===== config.mk =====
export PLATFORM = sky130hd
export DESIGN_NAME = pm_dump_tx_flat
export DESIGN_NICKNAME = d
export VERILOG_FILES = /design/src/rtl/pm_dump_tx_if.sv /design/src/rtl/pm_dump_tx.sv /design/src/flat_wrapper.sv
export SDC_FILE = /design/constraint.sdc
export NUM_CORES = 1
export LEC_CHECK = 0
export ABC_CLOCK_PERIOD_IN_PS = 1700
export CORE_ASPECT_RATIO = 0.7
export CORE_UTILIZATION = 35
export CTS_BUF_LIST = sky130_fd_sc_hd__clkbuf_16
export CTS_CLUSTER_DIAMETER = 200
export DETAILED_ROUTE_END_ITERATION = 7
export GPL_ROUTABILITY_DRIVEN = 0
export SLEW_MARGIN = 20
export SYNTH_ARGS = -nofsm -noshare
export SYNTH_HDL_FRONTEND = slang
export SYNTH_SLANG_ARGS = --single-unit

===== constraint.sdc =====
create_clock -name clk -period 1.7 [get_ports clk]
set_clock_uncertainty 0.15 [all_clocks]
set_input_delay 0.17 -clock clk [delete_from_list [all_inputs] [get_ports clk]]
set_output_delay 0.17 -clock clk [all_outputs]
set_load 0.1 [all_outputs]

===== src/rtl/pm_dump_tx_if.sv =====
// pm_dump_tx_if: groups the program-memory read port and the UART TX byte
// port used by the dump engine.
//   master (dump engine): drives addr_rd, rd_ins, data_bus_in, TX_use;
//                         samples rd_idle, data_bus_rd, TX_complete.
//   slave  (memory/UART): the mirror image.
interface pm_dump_tx_if #(
  parameter int unsigned DATA_WIDTH        = 8,
  parameter int unsigned INSTRUCTION_WIDTH = 32,
  parameter int unsigned ADDR_WIDTH        = 8
);

  // Program-memory read port
  logic [ADDR_WIDTH-1:0]        addr_rd;
  logic                         rd_ins;
  logic                         rd_idle;
  logic [INSTRUCTION_WIDTH-1:0] data_bus_rd;

  // UART TX byte port
  logic [DATA_WIDTH-1:0]        data_bus_in;
  logic                         TX_use;
  logic                         TX_complete;

  modport master (
    output addr_rd,
    output rd_ins,
    input  rd_idle,
    input  data_bus_rd,
    output data_bus_in,
    output TX_use,
    input  TX_complete
  );

  modport slave (
    input  addr_rd,
    input  rd_ins,
    output rd_idle,
    output data_bus_rd,
    input  data_bus_in,
    input  TX_use,
    output TX_complete
  );

endinterface


===== src/rtl/pm_dump_tx.sv =====
// pm_dump_tx: program-memory readback engine. On start it reads word_count
// consecutive 32-bit words beginning at the word-aligned start_addr and
// streams each word to the UART transmitter as 4 bytes, LSB first.
//
// Ports:
//   clk, rst_n        clock, synchronous active-low reset
//   start             one-cycle request, honoured only while idle
//   start_addr        byte address of the first word (bits [1:0] ignored)
//   word_count        number of words to dump (0 = immediate done)
//   busy              high while a dump is in progress
//   done              one-cycle pulse at the end of a dump
//   bus (master)      memory read port + UART TX byte port
//
// Optional feature (macro PM_DUMP_CHECKSUM_EN): after the last data byte a
// single extra byte is sent carrying the 8-bit modulo-256 sum of every data
// byte of this dump.
module pm_dump_tx #(
  parameter int unsigned DATA_WIDTH        = 8,
  parameter int unsigned INSTRUCTION_WIDTH = 32,
  parameter int unsigned ADDR_WIDTH        = 8,
  parameter int unsigned COUNT_WIDTH       = 9
) (
  input  logic                   clk,
  input  logic                   rst_n,
  input  logic                   start,
  input  logic [ADDR_WIDTH-1:0]  start_addr,
  input  logic [COUNT_WIDTH-1:0] word_count,
  output logic                   busy,
  output logic                   done,
  pm_dump_tx_if.master           bus
);

  localparam int unsigned BYTES_PER_WORD = INSTRUCTION_WIDTH / DATA_WIDTH;
  localparam int unsigned IDX_W          = $clog2(BYTES_PER_WORD);

  if (INSTRUCTION_WIDTH != 4 * DATA_WIDTH) begin : g_width_check
    $error("pm_dump_tx: INSTRUCTION_WIDTH must equal 4*DATA_WIDTH");
  end

  typedef enum logic [3:0] {
    S_IDLE,
    S_REQ,
    S_WAIT_RD,
    S_SEND,
    S_WAIT_TX,
    S_NEXT,
`ifdef PM_DUMP_CHECKSUM_EN
    S_CSUM,
    S_CSUM_WAIT,
`endif
    S_DONE
  } state_t;

  state_t                       state;
  logic [COUNT_WIDTH-1:0]       remaining;
  logic [INSTRUCTION_WIDTH-1:0] shift_q;
  logic [IDX_W-1:0]             byte_idx;
  logic                         rd_seen_low;
`ifdef PM_DUMP_CHECKSUM_EN
  logic [DATA_WIDTH-1:0]        csum_q;
`endif

  // Dump sequencer: one outstanding read, then four one-at-a-time UART bytes.
  always_ff @(posedge clk) begin
    if (!rst_n) begin
      state           <= S_IDLE;
      remaining       <= '0;
      shift_q         <= '0;
      byte_idx        <= '0;
      rd_seen_low     <= 1'b0;
      busy            <= 1'b0;
      done            <= 1'b0;
      bus.addr_rd     <= '0;
      bus.rd_ins      <= 1'b0;
      bus.data_bus_in <= '0;
      bus.TX_use      <= 1'b0;
`ifdef PM_DUMP_CHECKSUM_EN
      csum_q          <= '0;
`endif
    end else begin
      // Strobes default low every cycle.
      done       <= 1'b0;
      bus.rd_ins <= 1'b0;
      bus.TX_use <= 1'b0;

      case (state)
        S_IDLE: begin
          if (start) begin
            if (word_count == '0) begin
              done <= 1'b1;
            end else begin
              // Word-align the start address by clearing the two LSBs.
              bus.addr_rd <= start_addr & ~ADDR_WIDTH'(3);
              remaining   <= word_count;
              busy        <= 1'b1;
              state       <= S_REQ;
`ifdef PM_DUMP_CHECKSUM_EN
              csum_q      <= '0;
`endif
            end
          end
        end

        S_REQ: begin
          if (bus.rd_idle) begin
            bus.rd_ins  <= 1'b1;
            rd_seen_low <= 1'b0;
            state       <= S_WAIT_RD;
          end
        end

        // Data is valid on the first idle cycle after the port went busy.
        S_WAIT_RD: begin
          if (!bus.rd_idle) begin
            rd_seen_low <= 1'b1;
          end else if (rd_seen_low) begin
            shift_q  <= bus.data_bus_rd;
            byte_idx <= '0;
            state    <= S_SEND;
          end
        end

        S_SEND: begin
          bus.data_bus_in <= shift_q[DATA_WIDTH-1:0];
          bus.TX_use      <= 1'b1;
`ifdef PM_DUMP_CHECKSUM_EN
          csum_q          <= csum_q + shift_q[DATA_WIDTH-1:0];
`endif
          state           <= S_WAIT_TX;
        end

        S_WAIT_TX: begin
          if (bus.TX_complete) begin
            shift_q  <= shift_q >> DATA_WIDTH;
            byte_idx <= byte_idx + IDX_W'(1);
            if (byte_idx == IDX_W'(BYTES_PER_WORD - 1)) begin
              state <= S_NEXT;
            end else begin
              state <= S_SEND;
            end
          end
        end

        // Address wraps naturally at the top of the byte-address space.
        S_NEXT: begin
          bus.addr_rd <= bus.addr_rd + ADDR_WIDTH'(4);
          remaining   <= remaining - COUNT_WIDTH'(1);
          if (remaining == COUNT_WIDTH'(1)) begin
`ifdef PM_DUMP_CHECKSUM_EN
            state <= S_CSUM;
`else
            state <= S_DONE;
`endif
          end else begin
            state <= S_REQ;
          end
        end

`ifdef PM_DUMP_CHECKSUM_EN
        S_CSUM: begin
          bus.data_bus_in <= csum_q;
          bus.TX_use      <= 1'b1;
          state           <= S_CSUM_WAIT;
        end

        S_CSUM_WAIT: begin
          if (bus.TX_complete) begin
            state <= S_DONE;
          end
        end
`endif

        S_DONE: begin
          done  <= 1'b1;
          busy  <= 1'b0;
          state <= S_IDLE;
        end

        default: begin
          busy  <= 1'b0;
          state <= S_IDLE;
        end
      endcase
    end
  end

endmodule


===== src/flat_wrapper.sv =====
// flat-port wrapper written by rule: the top's interface ports become plain ports
module pm_dump_tx_flat 
#(
  parameter int unsigned DATA_WIDTH        = 8,
  parameter int unsigned INSTRUCTION_WIDTH = 32,
  parameter int unsigned ADDR_WIDTH        = 8,
  parameter int unsigned COUNT_WIDTH       = 9
)
  (clk, rst_n, start, start_addr, word_count, busy, done, bus_addr_rd, bus_rd_ins, bus_rd_idle, bus_data_bus_rd, bus_data_bus_in, bus_TX_use, bus_TX_complete);
  pm_dump_tx_if #(.DATA_WIDTH(DATA_WIDTH), .INSTRUCTION_WIDTH(INSTRUCTION_WIDTH), .ADDR_WIDTH(ADDR_WIDTH)) bus_i ();
  input  logic clk;
  input  logic rst_n;
  input  logic start;
  input  logic [ADDR_WIDTH-1:0] start_addr;
  input  logic [COUNT_WIDTH-1:0] word_count;
  output logic busy;
  output logic done;
  output wire logic [$bits(bus_i.addr_rd)-1:0] bus_addr_rd;
  output wire logic [$bits(bus_i.rd_ins)-1:0] bus_rd_ins;
  input wire logic [$bits(bus_i.rd_idle)-1:0] bus_rd_idle;
  input wire logic [$bits(bus_i.data_bus_rd)-1:0] bus_data_bus_rd;
  output wire logic [$bits(bus_i.data_bus_in)-1:0] bus_data_bus_in;
  output wire logic [$bits(bus_i.TX_use)-1:0] bus_TX_use;
  input wire logic [$bits(bus_i.TX_complete)-1:0] bus_TX_complete;
  assign bus_addr_rd = bus_i.addr_rd;
  assign bus_rd_ins = bus_i.rd_ins;
  assign bus_i.rd_idle = bus_rd_idle;
  assign bus_i.data_bus_rd = bus_data_bus_rd;
  assign bus_data_bus_in = bus_i.data_bus_in;
  assign bus_TX_use = bus_i.TX_use;
  assign bus_i.TX_complete = bus_TX_complete;
  pm_dump_tx #(.DATA_WIDTH(DATA_WIDTH), .INSTRUCTION_WIDTH(INSTRUCTION_WIDTH), .ADDR_WIDTH(ADDR_WIDTH), .COUNT_WIDTH(COUNT_WIDTH)) u_core (.clk(clk), .rst_n(rst_n), .start(start), .start_addr(start_addr), .word_count(word_count), .busy(busy), .done(done), .bus(bus_i));
endmodule

==> run summary, run 1 <==
Area fraction of the dominant cell type after synthesis: 41.6%
Die H: 81.1 um
Seq cells post-synth: 65
CTS tree: yes
Seq/Total Area, Yosys: 41.6%
Layout area overhead: 89.3%
Final cycle utilization of the critical path: 112%
Crit path DAT: 2.02 ns
Critical Path RT: 1.82 ns
CP most frequent cell: buf_6
Dpl ws: -0.534 ns
Most numerous cell in the Yosys netlist: nand2_1
Top cells by count, synth: nand2_1, dfxtp_1, nor2_1
Synth cell types: 52
Mean post-synth cell area: 7.74 sq um
Pwr Density: 1200 nW/um^2
RSZ-0062 raised after global routing: true
Layout cells sized above 1: 42.8%
Setup TNS Final: -5.28 ns
Max Cap Viol: 0
Worst Hold Slack: 0.0875 ns
First-pass iteration count of the detailed router: 5
Vias in the first global route: 3154
Max incr delay on CP: 0.46 ns
Yosys top cell by area: dfxtp_1
Final Setup Violations: 50
Crit path from: u_core.state[2]
Row count: 28
Largest net degree at the start of global routing: 62
WL per Instance: 18.3 um
Ys Warns: 0
1st-iter DRT viols: 217
LEAKAGE: 0.00227 uW
Port bufs: 69
Cts bufs inserted: 9
Ys async rst share: 0%
Worst Hold Class: input port to register
Worst skew pair latency: 0.33 ns
Sequential cell area: 1320 sq um
Fillers: 621
Clk slew on worst S/H paths: 0.06 ns
Max-slew violations: 0
I/O pins: 74
Num Clock Sinks: 65
CTS root buf: clkbuf_16
Ys flop type: dfxtp_1
Crit end category: register
Cells along the critical path: buf_6 -> buf_6 -> nand3b_1 -> or4_4 -> a2bb2oi_2 -> nor3_2 -> a31o_2
Crit Path Category: register to register
Area contributors post-synth: dfxtp_1, nand2_1, a311oi_1, a21oi_1, nor2_1
Vias per inst: 5.57
Final min period: 1.90 ns
Total grt overflow: 0
Final hold violation count: 0
Antenna violations before repair: 0
Via Count: 3635
Multi-input gate area: 2250 sq um
Antenna cells: 0
Worst path slowest cell: or4_4
Setup WS post-layout: -0.201 ns
Die ar.: 9320 sq um
Max VDD drop: 0.000966 V
EDFF count, synth: 0
Status: finished, violations left
Failing checks: setup timing
H-tree levels: 3
Nets: 586
WL final: 11900 um
Peak Freq: 0.526 GHz
Max Fanout on Critical Path: 6
Post-route ant nets: 0
Hold Crit Start: word_count[1]
Post-DP HPWL: 5980 um
Crit path launch type: register
Clock Path Buffers: 2
Mapped Cells: 404
All-Layer GR Usage: 22.1%
First-pass GRT wire length: 15800 um
DR DRC count: 0
Width of the die: 115 um
R2r startpoint: u_core.state[2]
Area of the core: 8550 sq um
Synthesized area: 3130 sq um
Starting Density: 36.6%
## repair_timing
action                                  in CTS  in global routing
buffers inserted                             4                 15
resized for setup                           40                131
hold buffers                                 0                  0
pin swaps                                   27                 49
endpoints found under the setup margin      53                 52
cloned                                       6                  9
## cells in the final DEF, fill, tap and decap left out, types with 3 or more instances in the layout
cell type        instances
nor2_1                  23
a311oi_2                13
clkdlybuf4s50_1         44
dfxtp_4                  5
buf_6                   19
dfxtp_2                  3
inv_1                    6
nor3_2                   3
buf_12                  29
nand2b_4                 3
o21ai_0                  6
a21oi_1                 21
dfxtp_1                 57
nand3_4                  4
a21oi_2                 13
o31ai_1                  3
nor2_2                   8
clkbuf_16               16
o21ai_1                  5
nor3_1                   3
a211oi_1                 3
a21oi_4                  3
a311oi_1                12
nand3_1                 10
buf_4                   34
nor2_4                  12
buf_16                   4
nand2_2                  9
nand3_2                  6
nand2_4                  3
nand2_1                 79
dlymetal6s2s_1           3
ha_1                     4
## power by group
group,internal (uW),switching (uW),total [uW]
combinational,1480,1660,3140
sequential,1750,229,1980
clock,1280,727,2010
total,4510,2620,7120
## per-stage QoR
step	total power, uW	instance area (sq um)	util, %	std cells
after floorplan	3290	3170	-	405
after global placement	4130	4420	51.7	604
after detailed placement	4160	4420	51.7	604
after CTS	6410	5070	59.3	630
after global routing	7410	5920	69.2	653
final	7120	5920	69.2	653
## cells by family after synthesis
group                    synth area share, %
AO/OA/AOI/OAI                           23.7
adder cells (fa/ha/maj)                 1.60
buffers and inverters                   5.44
flip-flops                              41.6
multiplexers                           0.680
other                                  0.120
AND/OR/NAND/NOR                         26.9
## final cells by class
cell class	count	area share [%]
inverters	6	0.381
well taps	120	2.54
clock inverters	7	1.61
flip-flops and latches	65	22.4
clock buffers	9	3.81
repair buffers	144	31.2
multi-input cells	302	38.1
## registers in the layout, indices dropped and copies added (netlist names), 2 cells and up
| signal | flops |
|---|---|
| u_core.bus.addr_rd | 6 |
| u_core.shift_q | 32 |
| u_core.byte_idx | 2 |
| u_core.state | 3 |
| u_core.remaining | 9 |
| u_core.bus.data_bus_in | 8 |
## per-layer routing
| metal | vias up | global-route usage [%] | wire length, um |
|---|---|---|---|
| met5 | - | 0 | 0 |
| met4 | 0 | 5.32 | 171 |
| met3 | 20 | 5.97 | 817 |
| met2 | 154 | 34.0 | 5560 |
| met1 | 1758 | 30.6 | 5400 |
| li1 | 1703 | - | - |
## final timing paths
check / slack, ns / to / cells past startpoint
worst max register to register: -0.20 / u_core.remaining[7] / 7
worst max-delay path: -0.20 / u_core.remaining[7] / 7
worst min register to register: 0.30 / u_core.shift_q[27] / 2
worst min-delay path: 0.09 / u_core.remaining[1] / 3
## critical path: cells and delay by family (launching register included)
| kind | cells | cell delay, ns |
|---|---|---|
| buffers and inverters | 2 | 0.23 |
| flip-flops | 1 | 0.37 |
| AND/OR/NAND/NOR | 3 | 0.73 |
| AO/OA/AOI/OAI | 2 | 0.34 |
Power figures use the tool's default switching activity.
==> run 2, diff against run 1 <==
--- a/config.mk
+++ b/config.mk
@@ -14,2 +14,3 @@
 export GPL_ROUTABILITY_DRIVEN = 0
+export SKIP_LAST_GASP = 1
 export SLEW_MARGIN = 20
--- a/constraint.sdc
+++ b/constraint.sdc
@@ -4,2 +4,2 @@
 set_output_delay 0.17 -clock clk [all_outputs]
-set_load 0.1 [all_outputs]
+set_load 0.005 [all_outputs]
==> run 2 against run 1 <==
  * The run still ends with setup timing left
  * Setup slack better by 0.027 ns
  * Core utilization down 6.0 points
  * Sequential share of layout area up 1.9 points
  * Worst hold slack better by 0.096 ns
  * Clock power up 5%
  * Fmax up 1.5%
  * Clock-buffer cell count unchanged
  * Routed wire length down 12%
  * Sequential power down 3%
  * Flip-flop and latch count unchanged
  * Die area unchanged
  * Combinational power down 12%
==> run summary, run 2 (same netlist as run 1, synthesis figures left out) <==
Peak Freq: 0.534 GHz (+1.5%)
Worst path slowest cell: dfxtp_4
All-Layer GR Usage: 22.1% (+0.042 points)
Setup TNS Final: -6.13 ns (-0.852 ns)
Max incr delay on CP: 0.36 ns (-0.10 ns)
Max VDD drop: 0.000697 V (-28%)
Fillers: 738 (+19%)
Setup WS post-layout: -0.173 ns (+0.0275 ns)
Top delay family on crit path: buffers and inverters
Die ar.: 9320 sq um (unchanged)
Vias per inst: 5.30 (-4.7%)
Most frequent cells in the layout: nand2_1, clkdlybuf4s50_1, dfxtp_1, buf_4, nor2_1
Worst skew pair latency: 0.33 ns (about the same)
Crit path DAT: 1.92 ns (-0.10 ns)
I/O pins: 74 (unchanged)
RR Endpoint: u_core.shift_q[0]
RSZ-0062 raised after global routing: true
Hold endpoint: u_core.remaining[6]
Post-DP HPWL: 6310 um (+5.5%)
Via Count: 3447 (-5.2%)
WL per Instance: 16.1 um (-12%)
Total grt overflow: 0 (unchanged)
Buf+Inv Stages, Crit Path: 5 (+3)
Antenna cells: 0 (unchanged)
Hold_buf cts: 0 (unchanged)
DR DRC count: 0 (unchanged)
Worst Hold Class: input port to register
Worst R2R Setup Slack: -0.17 ns (+0.03 ns)
CTS root buf: clkbuf_16
Multi-input gate area: 2110 sq um (-6.5%)
R2R depth: 9 (+2)
Row count: 28 (unchanged)
Max Fanout on Critical Path: 7 (+1)
Cts bufs inserted: 9 (unchanged)
Critical Path RT: 1.75 ns (-0.07 ns)
Clk slew on worst S/H paths: 0.06 ns (about the same)
Area of the core: 8550 sq um (unchanged)
Failing checks: setup timing
Post-route ant nets: 0 (unchanged)
Final cycle utilization of the critical path: 110% (-1.6 points)
Commonest non-fill, non-tap cell in the layout: nand2_1
Final hold violation count: 0 (unchanged)
Width of the die: 115 um (unchanged)
Cells along the critical path: buf_6 -> nand2b_4 -> o22ai_4 -> buf_6 -> nor3_4 -> buf_6 -> buf_16 -> buf_6 -> a311oi_2
H-tree levels: 3 (unchanged)
Pwr Density: 1260 nW/um^2 (+4.8%)
First-pass iteration count of the detailed router: 4 (-1)
Largest regs: u_core.shift_q: 32 flops, u_core.remaining: 9 flops, u_core.bus.data_bus_in: 8 flops
Max FFs per register: 32 (unchanged)
Final Setup Violations: 50 (unchanged)
Layout area overhead: 72.9%
Sequential cell area: 1310 sq um (-1.0%)
R2r startpoint: u_core.state[1]
Clock Path Buffers: 2 (unchanged)
Crit path depth: 9 (+2)
Die H: 81.1 um (unchanged)
First-pass GRT wire length: 15800 um (-0.21%)
Port bufs: 69 (unchanged)
Starting Density: 36.6% (unchanged)
Layout cells sized above 1: 31.7% (-11 points)
CTS tree: yes
WL final: 10500 um (-12%)
Antenna violations before repair: 0 (unchanged)
Largest net degree at the start of global routing: 37 (-40%)
Hold Crit Start: word_count[6]
Placed inst area: 4310 sq um (-2.4%)
Max-slew violations: 0 (unchanged)
LEAKAGE: 0.00197 uW (-13%)
Max Cap Viol: 0 (unchanged)
WHS Path Cells: 3 (unchanged)
Vias in the first global route: 3156 (+0.063%)
1st-iter DRT viols: 218 (+0.46%)
Crit path launch type: register
Crit Path Category: register to register
Num Clock Sinks: 65 (unchanged)
Final min period: 1.87 ns (-0.0275 ns)
Final Instance Area: 5410 sq um (-8.7%)
Nets: 583 (-0.51%)
Largest Register: u_core.shift_q
CP most frequent cell: buf_6
Crit end category: register
Status: finished, violations left
==> run 2: tightest hold or removal path, delay by kind of cell <==
kind / cells / cell delay (ns)
buffers and inverters: 1 / 0.23
AOI/OAI and AO/OA: 2 / 0.23
==> run 2: metrics by stage <==
stage / utilization (%) / worst slack, ns / hold slack, ns / std cells / power, uW
final: 63.2 / -0.173 / 0.184 / 650 / 6820
after global routing: 63.2 / -0.265 / 0.206 / 650 / 7150
after CTS: 59.2 / -0.151 / 0.176 / 642 / 6550
after detailed placement: 50.5 / -0.615 / 0.296 / 612 / 3810
after global placement: 50.5 / -0.567 / 0.294 / 612 / 3780
after floorplan: - / -0.0351 / 0.163 / 405 / 2940
==> run 2: per-layer routing <==
layer,wire length [um],part of all wire [%],global-route usage (%)
met1,5090,49,30.5
met2,4700,45,34.4
met4,114,1.1,5.84
met3,576,5.5,5.52
met5,0,0,0
==> run 2: how the worst max path moves through the flow <==
stage / end / start
4_1_cts: u_core.remaining[1] / u_core.state[2]
6_report: u_core.shift_q[0] / u_core.state[1]
2_1_floorplan: u_core.state[2] / word_count[1]
5_1_grt: u_core.shift_q[13] / u_core.state[1]
3_5_place_dp: u_core.state[1] / word_count[1]
3_3_place_gp: u_core.state[2] / word_count[1]
==> run 2: timing repair <==
action | CTS | global route
gates resized for setup | 52 | 63
gates cloned | 5 | 2
endpoints found under the setup margin | 54 | 54
buffers inserted | 10 | 8
pin swaps | 12 | 37
==> run 2: power breakdown <==
part / internal [uW] / switching, uW / leakage [uW] / total [uW]
combinational: 1470 / 1300 / 0.00128 / 2770
clock: 1430 / 691 / 0.000163 / 2120
sequential: 1740 / 186 / 0.000529 / 1920
total: 4640 / 2180 / 0.00197 / 6820
==> run 2: final cells by class <==
class | instances | area share [%]
Tap cell | 120 | 2.78
Inverter | 6 | 0.417
Timing Repair Buffer | 141 | 27.2
Sequential cell | 65 | 24.2
Multi-Input combinational cell | 302 | 39.0
Clock buffer | 9 | 4.17
Clock inverter | 7 | 2.20
